### config.mk
export PLATFORM = sky130hd
export DESIGN_NAME = pwm_softstart_sequencer
export DESIGN_NICKNAME = d
export VERILOG_FILES = /design/src/rtl/pwm_soc_pkg.sv /design/src/rtl/wb_single_writer.sv /design/src/rtl/pwm_softstart_sequencer.sv
export SDC_FILE = /design/constraint.sdc
export NUM_CORES = 1
export LEC_CHECK = 0
export BUFFER_PORTS_ARGS = -buffer_cell sky130_fd_sc_hd__buf_2
export CORE_MARGIN = 2
export CORE_UTILIZATION = 55
export CTS_CLUSTER_SIZE = 30
export DETAILED_ROUTE_END_ITERATION = 16
export HOLD_SLACK_MARGIN = 0.02
export PLACE_DENSITY_LB_ADDON = 0.15
export SYNTH_ARGS = -nofsm -noshare
export SYNTH_HDL_FRONTEND = slang
export SYNTH_SLANG_ARGS = --single-unit
### constraint.sdc
create_clock -name clk -period 2.6 [get_ports clk]
set_input_delay 0 -clock clk [delete_from_list [all_inputs] [get_ports clk]]
set_output_delay 0 -clock clk [all_outputs]
set_load 0.02 [all_outputs]
### src/rtl/pwm_soc_pkg.sv
// Shared register map, CTRL encodings and sequencer state codes for the PWM soft-start block.
package pwm_soc_pkg;

    localparam logic [7:0] REG_CTRL      = 8'h00;
    localparam logic [7:0] REG_FREQ_DIV  = 8'h04;
    localparam logic [7:0] REG_MOD_INDEX = 8'h08;
    localparam logic [7:0] REG_SINE_FREQ = 8'h10;
    localparam logic [7:0] REG_DEADTIME  = 8'h14;

    localparam logic [31:0] CTRL_DISABLE = 32'd0;
    localparam logic [31:0] CTRL_ENABLE  = 32'd1;

    localparam logic [3:0] IDLE      = 4'd0;
    localparam logic [3:0] WR_DIS    = 4'd1;
    localparam logic [3:0] WR_FDIV   = 4'd2;
    localparam logic [3:0] WR_SINE   = 4'd3;
    localparam logic [3:0] WR_DT     = 4'd4;
    localparam logic [3:0] WR_MOD    = 4'd5;
    localparam logic [3:0] WR_EN     = 4'd6;
    localparam logic [3:0] RAMP_WAIT = 4'd7;
    localparam logic [3:0] RAMP_WR   = 4'd8;
    localparam logic [3:0] RUN       = 4'd9;
    localparam logic [3:0] WR_OFF    = 4'd10;
    localparam logic [3:0] FAULT     = 4'd11;

    // 17-bit sum so the saturation compare never sees a wrapped value
    function automatic logic [15:0] sat_add16(input logic [15:0] a,
                                              input logic [15:0] step,
                                              input logic [15:0] limit);
        logic [16:0] sum;
        sum = {1'b0, a} + {1'b0, step};
        return (sum > {1'b0, limit}) ? limit : sum[15:0];
    endfunction

endpackage

### src/rtl/wb_single_writer.sv
// Single Wishbone write engine: holds stb/addr/data until ack, aborts after ACK_TIMEOUT idle-ack cycles.
module wb_single_writer #(
    parameter int ACK_TIMEOUT = 16
) (
    input  logic        clk,
    input  logic        rst_n,
    input  logic        go,
    input  logic [7:0]  addr,
    input  logic [31:0] data,
    output logic        done,
    output logic        timeout,
    output logic [7:0]  wb_addr,
    output logic [31:0] wb_dat_o,
    output logic        wb_we,
    output logic [3:0]  wb_sel,
    output logic        wb_stb,
    input  logic        wb_ack
);
    localparam int CW = $clog2(ACK_TIMEOUT + 1);

    logic          stb;
    logic [7:0]    addr_q;
    logic [31:0]   data_q;
    logic [CW-1:0] wait_cnt;

    always_ff @(posedge clk or negedge rst_n) begin
        if (!rst_n) begin
            stb      <= 1'b0;
            addr_q   <= '0;
            data_q   <= '0;
            wait_cnt <= '0;
            done     <= 1'b0;
            timeout  <= 1'b0;
        end else begin
            done    <= 1'b0;
            timeout <= 1'b0;
            if (stb) begin
                if (wb_ack) begin
                    stb      <= 1'b0;
                    done     <= 1'b1;
                    wait_cnt <= '0;
                end else if (wait_cnt == CW'(ACK_TIMEOUT - 1)) begin
                    stb      <= 1'b0;
                    timeout  <= 1'b1;
                    wait_cnt <= '0;
                end else begin
                    wait_cnt <= wait_cnt + 1'b1;
                end
            end else if (go) begin
                stb      <= 1'b1;
                addr_q   <= addr;
                data_q   <= data;
                wait_cnt <= '0;
            end
        end
    end

    assign wb_stb   = stb;
    assign wb_we    = stb;
    assign wb_sel   = stb ? 4'hF : 4'h0;
    assign wb_addr  = stb ? addr_q : '0;
    assign wb_dat_o = stb ? data_q : '0;

endmodule

### src/rtl/pwm_softstart_sequencer.sv
// PWM enable/soft-start sequencer driving a Wishbone PWM slave.
// Optional MOD_INDEX ramp enabled by defining PWM_SOFTSTART_RAMP_EN.
module pwm_softstart_sequencer
    import pwm_soc_pkg::*;
#(
    parameter int FREQ_DIV      = 5000,
    parameter int SINE_FREQ     = 17,
    parameter int DEADTIME      = 50,
    parameter int MOD_TARGET    = 32767,
    parameter int RAMP_STEP     = 1024,
    parameter int RAMP_INTERVAL = 50000,
    parameter int ACK_TIMEOUT   = 16
) (
    input  logic        clk,
    input  logic        rst_n,
    input  logic        start,
    input  logic        stop,
    input  logic        fault,
    output logic [7:0]  wb_addr,
    output logic [31:0] wb_dat_o,
    output logic        wb_we,
    output logic [3:0]  wb_sel,
    output logic        wb_stb,
    input  logic        wb_ack,
    output logic        busy,
    output logic        running,
    output logic        ramping,
    output logic        err
);
    logic [3:0]  state;
    logic [3:0]  next_wr;
    logic        issued;
    logic        fault_pend;
    logic        stop_pend;
    logic [15:0] mod_cur;
    logic        at_target;
    logic        is_wr;
    logic        go;
    logic        done;
    logic        timeout;
    logic [7:0]  wr_addr;
    logic [31:0] wr_data;

`ifdef PWM_SOFTSTART_RAMP_EN
    localparam logic [15:0] MOD_INIT = (RAMP_STEP < MOD_TARGET) ? 16'(RAMP_STEP) : 16'(MOD_TARGET);
    logic [31:0] ramp_cnt;
    logic        ramp_done;

    always_ff @(posedge clk or negedge rst_n) begin
        if (!rst_n)
            ramp_cnt <= '0;
        else if (state == RAMP_WAIT && !ramp_done)
            ramp_cnt <= ramp_cnt + 32'd1;
        else
            ramp_cnt <= '0;
    end

    assign ramp_done = (state == RAMP_WAIT) && (ramp_cnt == 32'(RAMP_INTERVAL - 1));
    assign ramping   = state inside {WR_MOD, WR_EN, RAMP_WAIT, RAMP_WR};
`else
    localparam logic [15:0] MOD_INIT = 16'(MOD_TARGET);
    assign ramping = 1'b0;
`endif

    assign at_target = (mod_cur == 16'(MOD_TARGET));
    assign is_wr     = state inside {WR_DIS, WR_FDIV, WR_SINE, WR_DT, WR_MOD, WR_EN, RAMP_WR, WR_OFF};
    assign go        = is_wr && !issued;
    assign busy      = is_wr;
    assign running   = (state == RUN);

    always_comb begin
        wr_addr = '0;
        wr_data = '0;
        next_wr = IDLE;
        case (state)
            WR_DIS:  begin wr_addr = REG_CTRL;      wr_data = CTRL_DISABLE;              next_wr = WR_FDIV; end
            WR_FDIV: begin wr_addr = REG_FREQ_DIV;  wr_data = {16'b0, 16'(FREQ_DIV)};    next_wr = WR_SINE; end
            WR_SINE: begin wr_addr = REG_SINE_FREQ; wr_data = {16'b0, 16'(SINE_FREQ)};   next_wr = WR_DT;   end
            WR_DT:   begin wr_addr = REG_DEADTIME;  wr_data = {16'b0, 16'(DEADTIME)};    next_wr = WR_MOD;  end
            WR_MOD:  begin wr_addr = REG_MOD_INDEX; wr_data = {16'b0, mod_cur};          next_wr = WR_EN;   end
            WR_EN: begin
                wr_addr = REG_CTRL;
                wr_data = CTRL_ENABLE;
`ifdef PWM_SOFTSTART_RAMP_EN
                next_wr = at_target ? RUN : RAMP_WAIT;
`else
                next_wr = RUN;
`endif
            end
            RAMP_WR: begin wr_addr = REG_MOD_INDEX; wr_data = {16'b0, mod_cur}; next_wr = at_target ? RUN : RAMP_WAIT; end
            WR_OFF:  begin wr_addr = REG_CTRL;      wr_data = CTRL_DISABLE;     next_wr = IDLE; end
            default: ;
        endcase
    end

    always_ff @(posedge clk or negedge rst_n) begin
        if (!rst_n) begin
            state      <= IDLE;
            issued     <= 1'b0;
            fault_pend <= 1'b0;
            stop_pend  <= 1'b0;
            mod_cur    <= '0;
            err        <= 1'b0;
        end else begin
            case (state)
                IDLE: begin
                    if (start && !stop && !fault) begin
                        state   <= WR_DIS;
                        mod_cur <= MOD_INIT;
                    end
                end
                FAULT: begin
                    if (start && !fault) begin
                        state <= IDLE;
                        err   <= 1'b0;
                    end
                end
                RUN: begin
                    if (fault) begin
                        fault_pend <= 1'b1;
                        state      <= WR_OFF;
                    end else if (stop) begin
                        state <= WR_OFF;
                    end
                end
`ifdef PWM_SOFTSTART_RAMP_EN
                RAMP_WAIT: begin
                    if (fault) begin
                        fault_pend <= 1'b1;
                        state      <= WR_OFF;
                    end else if (stop) begin
                        state <= WR_OFF;
                    end else if (ramp_done) begin
                        mod_cur <= sat_add16(mod_cur, 16'(RAMP_STEP), 16'(MOD_TARGET));
                        state   <= RAMP_WR;
                    end
                end
`endif
                WR_DIS, WR_FDIV, WR_SINE, WR_DT, WR_MOD, WR_EN, RAMP_WR, WR_OFF: begin
                    // stop/fault arriving mid-write are latched and acted on once the write finishes
                    if (go)    issued     <= 1'b1;
                    if (fault) fault_pend <= 1'b1;
                    if (stop)  stop_pend  <= 1'b1;
                    if (timeout) begin
                        state      <= FAULT;
                        err        <= 1'b1;
                        issued     <= 1'b0;
                        fault_pend <= 1'b0;
                        stop_pend  <= 1'b0;
                    end else if (done) begin
                        issued <= 1'b0;
                        if (state == WR_OFF) begin
                            fault_pend <= 1'b0;
                            stop_pend  <= 1'b0;
                            if (fault_pend || fault) begin
                                state <= FAULT;
                                err   <= 1'b1;
                            end else begin
                                state <= IDLE;
                            end
                        end else if (fault_pend || fault) begin
                            fault_pend <= 1'b1;
                            state      <= WR_OFF;
                        end else if (stop_pend || stop) begin
                            stop_pend <= 1'b0;
                            state     <= WR_OFF;
                        end else begin
                            state <= next_wr;
                        end
                    end
                end
                default: state <= IDLE;
            endcase
        end
    end

    wb_single_writer #(
        .ACK_TIMEOUT(ACK_TIMEOUT)
    ) u_writer (
        .clk      (clk),
        .rst_n    (rst_n),
        .go       (go),
        .addr     (wr_addr),
        .data     (wr_data),
        .done     (done),
        .timeout  (timeout),
        .wb_addr  (wb_addr),
        .wb_dat_o (wb_dat_o),
        .wb_we    (wb_we),
        .wb_sel   (wb_sel),
        .wb_stb   (wb_stb),
        .wb_ack   (wb_ack)
    );

endmodule

==> flow_summary.toml, run 1 <==
[synthesis]
ys_seq_area_share_pct = 34.18
syn_area_sq_mm = 0.001831
ys_ff_latch = 25
async_reset_ff_share_pct = 100.0
synth_flop_cell = "dfrtp_1"
synth_edf_count = 0
synthCells = 196
synth.avg_cell_area_sq_um = 9.339
ys_types = 56
ys_warn_count = 0

[sta]
setup_violations = 0
setup_tns_ps = 0
drv_slew = 0
fmax_mhz = 476.4
rsz0062_at_grt = "no"
fin_crit_ps = 2099
hold_viol = 0
worstMarginPinSlew_ps = 754.0
skew_ps = 9.046
slew-limit-headroom_pct = 49.73
finalCritPeriodShare_pct = 80.73

[power_and_ir_drop]
switching_power_mw = 1.072
power_frac_clock_pct = 8.2
p_seq_share_pct = 38.3
total_leakage_power_nw = 0.8571
cellPowerDensity_mw_per_mm2 = 1172
p_int_mw = 1.101
ir_drop_uv = 570.6
pwr-share-comb_pct = 53.5
switching_share_pct = 49.34
total_power_mw = 2.173

[routing]
firstDrtPassIters = 4
wl_mm = 3.486
drtIter0Drc = 98
via_per_inst = 5.516
topRoutingLayerUsed = "met4"
routedWlPerCell_microns = 13.72
route.detailed.drc = 0
dr_wl_met2_mm = 1.732
wl_met3_microns = 191
wl_met1_mm = 1.508
num_vias = 1401
final_antenna_net_count = 0

[final_layout]
area_growth_pct = 1.299
antenna_cells = 0
fin_nets = 218
fillers = 298
drive_above_1_share_pct = 24.76

[floorplan]
die_y_microns = 61.69
die_x_microns = 61.69
core_area_sq_mm = 0.003103
start_util_pct = 58.99
io_pins = 56
rows = 20
die-area_sq_mm = 0.003806

[outcome]
status = "finished, final reports clean"

[cts]
path_clk_slew_ps = 140
insertion_delay_ps = 330
clock_sinks = 25
post_cts_buffers = 0
cts_hold_buf = 3
cts_buffer_depth = 2
cts_buffers = 3
clockRootBuffer = "clkbuf_4"
h-tree-depth = 1
cts_tree = "yes"
post_cts_resized = 0

[placement]
hpwl_mm = 2.553
place_congestion = 0.7867
port_buffers = 32

[worst_setup_path]
start_kind = "flip-flop"
critPathKind = "flip-flop to flip-flop"
cp.arrival_ps = 2320
crit_required_ps = 2820
endpoint_kind = "flip-flop"
cp_max_fo = 25

[global_routing]
grt_pass1_vias = 1231
grt.overflow.total = 0
grt_max_degree = 26
grt_pass1_wl_mm = 5.568
antenna_found_initial = 0
track_usage_pct = 19.80

[hold_path]
min_path_type = "input port to flip-flop"

[flow_run]
drv_cap = 0
## state kept, by name, summed over array words and instances (netlist names), 3 cells and up
name,cells
state,4
u_writer.addr_q,3
u_writer.data_q,5
u_writer.wait_cnt,5
## layer usage
metal / vias to the layer above / global-route usage (%)
met1: 680 / 26.36
met5: - / 0
met4: 0 / 7.295
li1: 664 / -
met2: 52 / 33.68
met3: 5 / 1.863
## worst paths after layout
check,from,endpoint,slack (ps),depth (start not counted)
min in group asynchronous,rst_n,state[2]$_DFFE_PN0P_,180,2
min,fault,fault_pend$_DFFE_PN0P_,70,3
max reg2reg,state[0]$_DFFE_PN0P_,u_writer.addr_q[4]$_DFFE_PN0P_,500,4
max in group asynchronous,rst_n,u_writer.wb_stb$_DFF_PN0_,2030,2
max,state[0]$_DFFE_PN0P_,u_writer.addr_q[4]$_DFFE_PN0P_,500,4
min reg2reg,u_writer.wait_cnt[4]$_DFFE_PN0P_,u_writer.timeout$_DFF_PN0_,480,1
## power groups by stage
stage	sequential (mW)	clock [mW]	combinational, mW
floorplan	0.660	0	1.19
global placement	0.811	0	1.14
detailed placement	0.839	0	1.17
CTS	0.828	0.184	1.17
global route	0.869	0.197	1.28
finish	0.833	0.178	1.16
## worst max-delay path, cell delays in order (launching register included)
cell and delay (ps):
dfrtp_1 860, or4_4 290, nand3_4 120, nor3_4 380, mux2_4 340
## through the flow
| step | cells | hold slack, ps | util, % | setup slack (ps) | area, sq um |
|---|---|---|---|---|---|
| after floorplan | 218 | -295.6 | - | 991.4 | 1913 |
| after global placement | 247 | 23.54 | 57.94 | 642.0 | 1798 |
| after detailed placement | 247 | 24.64 | 57.94 | 541.4 | 1798 |
| after CTS | 254 | 61.84 | 59.76 | 523.0 | 1854 |
| after global routing | 254 | 67.96 | 59.76 | 387.9 | 1854 |
| final | 254 | 65.86 | 59.76 | 501.0 | 1854 |
## Yosys cell counts, types with 2 or more instances
master	instances	area share (%)
buf_4	39	16
dfrtp_1	25	34
a21oi_1	12	3.3
and2_1	11	3.8
nor2_1	9	1.8
o21ai_0	7	1.9
buf_2	6	1.6
a31oi_1	5	1.7
nand2_1	5	1.0
nor2b_1	5	1.7
nor3_1	4	1.1
mux2_4	3	2.5
nand2b_1	3	1.0
nand3b_1	3	1.2
nand4b_1	3	1.4
o22a_1	3	1.4
xnor2_1	3	1.4
a211oi_2	2	1.4
a22o_1	2	0.96
inv_1	2	0.41
nand3_1	2	0.55
nor3b_1	2	0.82
o21a_1	2	0.82
o21bai_1	2	0.82
or2_2	2	0.68
or3_1	2	0.68
or3b_2	2	0.96
xor2_1	2	0.96
## cell type report
cell class | instances | area [sq um] | area share (%)
Sequential cell | 25 | 625.6 | 33.74
Multi-Input combinational cell | 143 | 945.9 | 51.01
Tap cell | 44 | 55.05 | 2.969
Timing Repair Buffer | 35 | 190.2 | 10.26
Clock buffer | 4 | 26.28 | 1.417
Inverter | 3 | 11.26 | 0.6073
## logic make-up after synthesis
logic type      synth area share [%]
other cells                   0.2049
buf+inv                        18.66
compound gates                 17.77
xor+xnor                       2.393
fa+ha+maj                     0.6834
mux                            3.007
simple gates                   23.10
flops                          34.18
## cell usage in the layout, fill, tap and decap left out, types with 3 or more instances in the layout
cell type / instances
nor2b_1: 5
nor3_1: 4
nor2_1: 9
buf_2: 32
clkbuf_4: 3
conb_1: 23
o22a_1: 3
nand2b_1: 3
dlygate4sd3_1: 3
dfrtp_1: 25
nand4b_1: 3
a21oi_1: 12
and2_1: 11
nand2_1: 5
nand3b_1: 3
o21ai_0: 7
mux2_4: 3
xnor2_1: 3
a31oi_1: 5
No activity file was read; power rests on OpenSTA's default activity.
==> run 2: changes to the inputs <==
- ABC_AREA: default -> 1
- CORE_UTILIZATION: 55 -> 51
- clock period: 2.6 -> 1.94 ns (I/O delays scaled with it)
==> run 2 against run 1 <==
Clock-buffer cell count down 1. Wire length down 12%. Core utilization down 4.0 points. Clock skew down 0.55 ps. Setup slack worse by 280 ps. Cell count up 22%. Sequential power down 2%. Worst hold slack better by 2.8 ps. Clock power up 37%. Critical path type unchanged.
==> flow_summary.toml, run 2 <==
[synthesis]
yosysMostFrequentCell = "nand2_1"
synthCells = 241
synth.avg_cell_area_sq_um = 7.403
ys_ff_latch = 25
async_reset_ff_share_pct = 100.0
synth_common_cells = "68 x nand2_1, 38 x buf_4, 27 x inv_1, 25 x dfrtp_1, 17 x nor2_1"
yosys-top-cells-area = "dfrtp_1 35%, buf_4 16%, nand2_1 14%, inv_1 5.7%, nor2_1 3.6%"
synth_flop_cell = "dfrtp_1"
ys_types = 32
yosys.area.top_type = "dfrtp_1"
ys_warn_count = 0
synth_edf_count = 0
synth_top_area_share_pct = 35.06
ys_seq_area_share_pct = 35.06
syn_area_sq_mm = 0.001784

[sta]
setup_violations = 0
worstMarginPinSlew_ps = 548.6
worst_slack_ps = 219.0
fin_crit_ps = 1721
slew-limit-headroom_pct = 63.43
skew_ps = 8.496
fmax_mhz = 581.1
drv_slew = 0
setup_tns_ps = 0
rsz0062_at_grt = "no"
hold_viol = 0
finalCritPeriodShare_pct = 88.71

[worst_setup_path]
reg2reg_slack_ps = 220
crit_cells = 10
critical_path.top_delay_family = "simple AND/OR/NAND/NOR gates"
timing.rr.end = "u_writer.data_q[13]$_DFFE_PN0P_"
start_kind = "flip-flop"
cp_slowest_cell = "dfrtp_1"
cp-startpoint = "state[1]$_DFFE_PN0P_"
cp_cell_sequence = "nor2_1 > nand2_1 > nand2_4 > nor2_8 > nand2_8 > nand2_4 > nor2_8 > inv_4 > nand2_1 > o21ai_2"
cp_max_fo = 12
endpoint_kind = "flip-flop"
slowest_delay_ps = 450
cp_num_buf_inv = 1
cp.arrival_ps = 1950
critPathKind = "flip-flop to flip-flop"
reg2reg_depth = 10
crit_required_ps = 2170
r2r_start = "state[1]$_DFFE_PN0P_"

[routing]
final_antenna_net_count = 0
num_vias = 1411
drtIter0Drc = 58
via_per_inst = 4.552
route.detailed.drc = 0
wl_mm = 3.061
firstDrtPassIters = 4
routedWlPerCell_microns = 9.874

[global_routing]
grt.overflow.total = 0
grt_max_degree = 26
grt_pass1_vias = 1223
track_usage_pct = 16.51
grt_pass1_wl_mm = 5.250
antenna_found_initial = 0

[final_layout]
area_growth_pct = 4.277
fillers = 343
final_core_util_pct = 55.76
layout_commonest_cell = "nand2_1"
layout_common_cells = "68 x nand2_1, 32 x buf_2, 27 x inv_1"
reg_top3 = "u_writer.data_q x5, u_writer.wait_cnt x5, state x4"
antenna_cells = 0
regArea_sq_um = 625.6
multiInputGateArea_sq_um = 820.8
fin_nets = 272
final_area_sq_mm = 0.001861
drive_above_1_share_pct = 22.73

[floorplan]
die_x_microns = 63.15
rows = 21
die-area_sq_mm = 0.003987
die_y_microns = 63.15
core_area_sq_mm = 0.003337
io_pins = 56
start_util_pct = 53.47

[cts]
post_cts_resized = 0
cts_tree = "yes"
path_clk_slew_ps = 150
cts_buffer_depth = 2
insertion_delay_ps = 320
clock_sinks = 25
post_cts_buffers = 0
h-tree-depth = 1
cts_buffers = 3
clockRootBuffer = "clkbuf_4"

[power_and_ir_drop]
ir_drop_uv = 858.7
pwr-share-comb_pct = 61.2
total_leakage_power_nw = 1.113
cellPowerDensity_mw_per_mm2 = 1465
switching_power_mw = 1.432
switching_share_pct = 52.51
power_frac_clock_pct = 9.0
p_int_mw = 1.295
p_seq_share_pct = 29.9

[hold_path]
min_path_type = "input port to flip-flop"
hold_depth = 4
hold_start = "stop"
min_to = "state[2]$_DFFE_PN0P_"

[placement]
dpl_cell_area_sq_mm = 0.001790
pre_cts_ws_ps = 243.5
hpwl_mm = 2.416
port_buffers = 32
place_congestion = 0.8311

[outcome]
status = "finished, final reports clean"

[flow_run]
drv_cap = 0
[run 2: changes by cell type after synthesis, sizes merged, moves of 4 or more]
cell,change
a21oi,-8
buf,-6
nor2b,-5
o21ai,+7
inv,+27
nand3,+8
a31oi,-4
nand2,+72
nor2,+15
and2,-11
[run 2: through the flow]
step	total power [mW]	instances	hold slack, ps
after floorplan	2.289	263	-295.6
after global placement	2.497	302	28.26
after detailed placement	2.502	302	26.96
after CTS	2.758	310	49.13
after global routing	2.954	310	80.41
final	2.727	310	68.66
[run 2: layout make-up]
type	count	area share, %
clock inverter	1	0.4035
timing repair buffer	37	11.16
inverter	31	6.389
tap	46	3.093
clock buffer	3	1.210
sequential	25	33.62
multi-input combinational	167	44.12
[run 2: logic make-up (layout without fill, tap and decap cells)]
group	count (synthesis)	after routing	share of synthesized area (%)
XOR/XNOR	1	1	0.4910
AND/OR/NAND/NOR	120	120	32.89
flip-flops	25	25	35.06
AO/OA/AOI/OAI	22	22	7.084
other	1	23	0.2102
buffers and inverters	71	72	23.56
adder cells (fa/ha/maj)	1	1	0.7012
[run 2: repair_timing]
action,in CTS,in global routing
endpoints found under the hold margin,31,0
hold buffers,4,0
endpoints found under the setup margin,0,0
[run 2: power by group through the flow]
stage	clock (mW)	sequential, mW	combinational (mW)
4_1_cts	0.256	0.815	1.69
6_report	0.244	0.814	1.67
2_1_floorplan	0	0.827	1.46
3_3_place_gp	0	0.825	1.67
5_1_grt	0.270	0.836	1.85
3_5_place_dp	0	0.827	1.68
[run 2: worst max-delay path by stage]
stage	slack [ps]	endpoint
after global placement	270	u_writer.data_q[12]$_DFFE_PN0P_
final	220	u_writer.data_q[13]$_DFFE_PN0P_
after CTS	210	u_writer.data_q[13]$_DFFE_PN0P_
after detailed placement	240	u_writer.data_q[12]$_DFFE_PN0P_
after floorplan	330	u_writer.data_q[0]$_DFFE_PN0P_
after global routing	100	u_writer.addr_q[2]$_DFFE_PN0P_
[run 2: worst min-delay path: cells and delay by family]
| kind | cells | cell delay (ps) |
|---|---|---|
| AOI/OAI and AO/OA | 1 | 60 |
| buffers and inverters | 1 | 100 |
| and+or+nand+nor | 2 | 210 |
[run 2: metal layers]
layer / share of wire, % / up-vias / routed length (microns) / GRT usage, %
li1: - / 732 / - / -
met1: 47 / 629 / 1443 / 22.25
met2: 46 / 48 / 1410 / 27.26
met3: 5.8 / 2 / 178 / 1.607
met4: 0.95 / 0 / 29 / 6.667
met5: 0 / - / 0 / 0
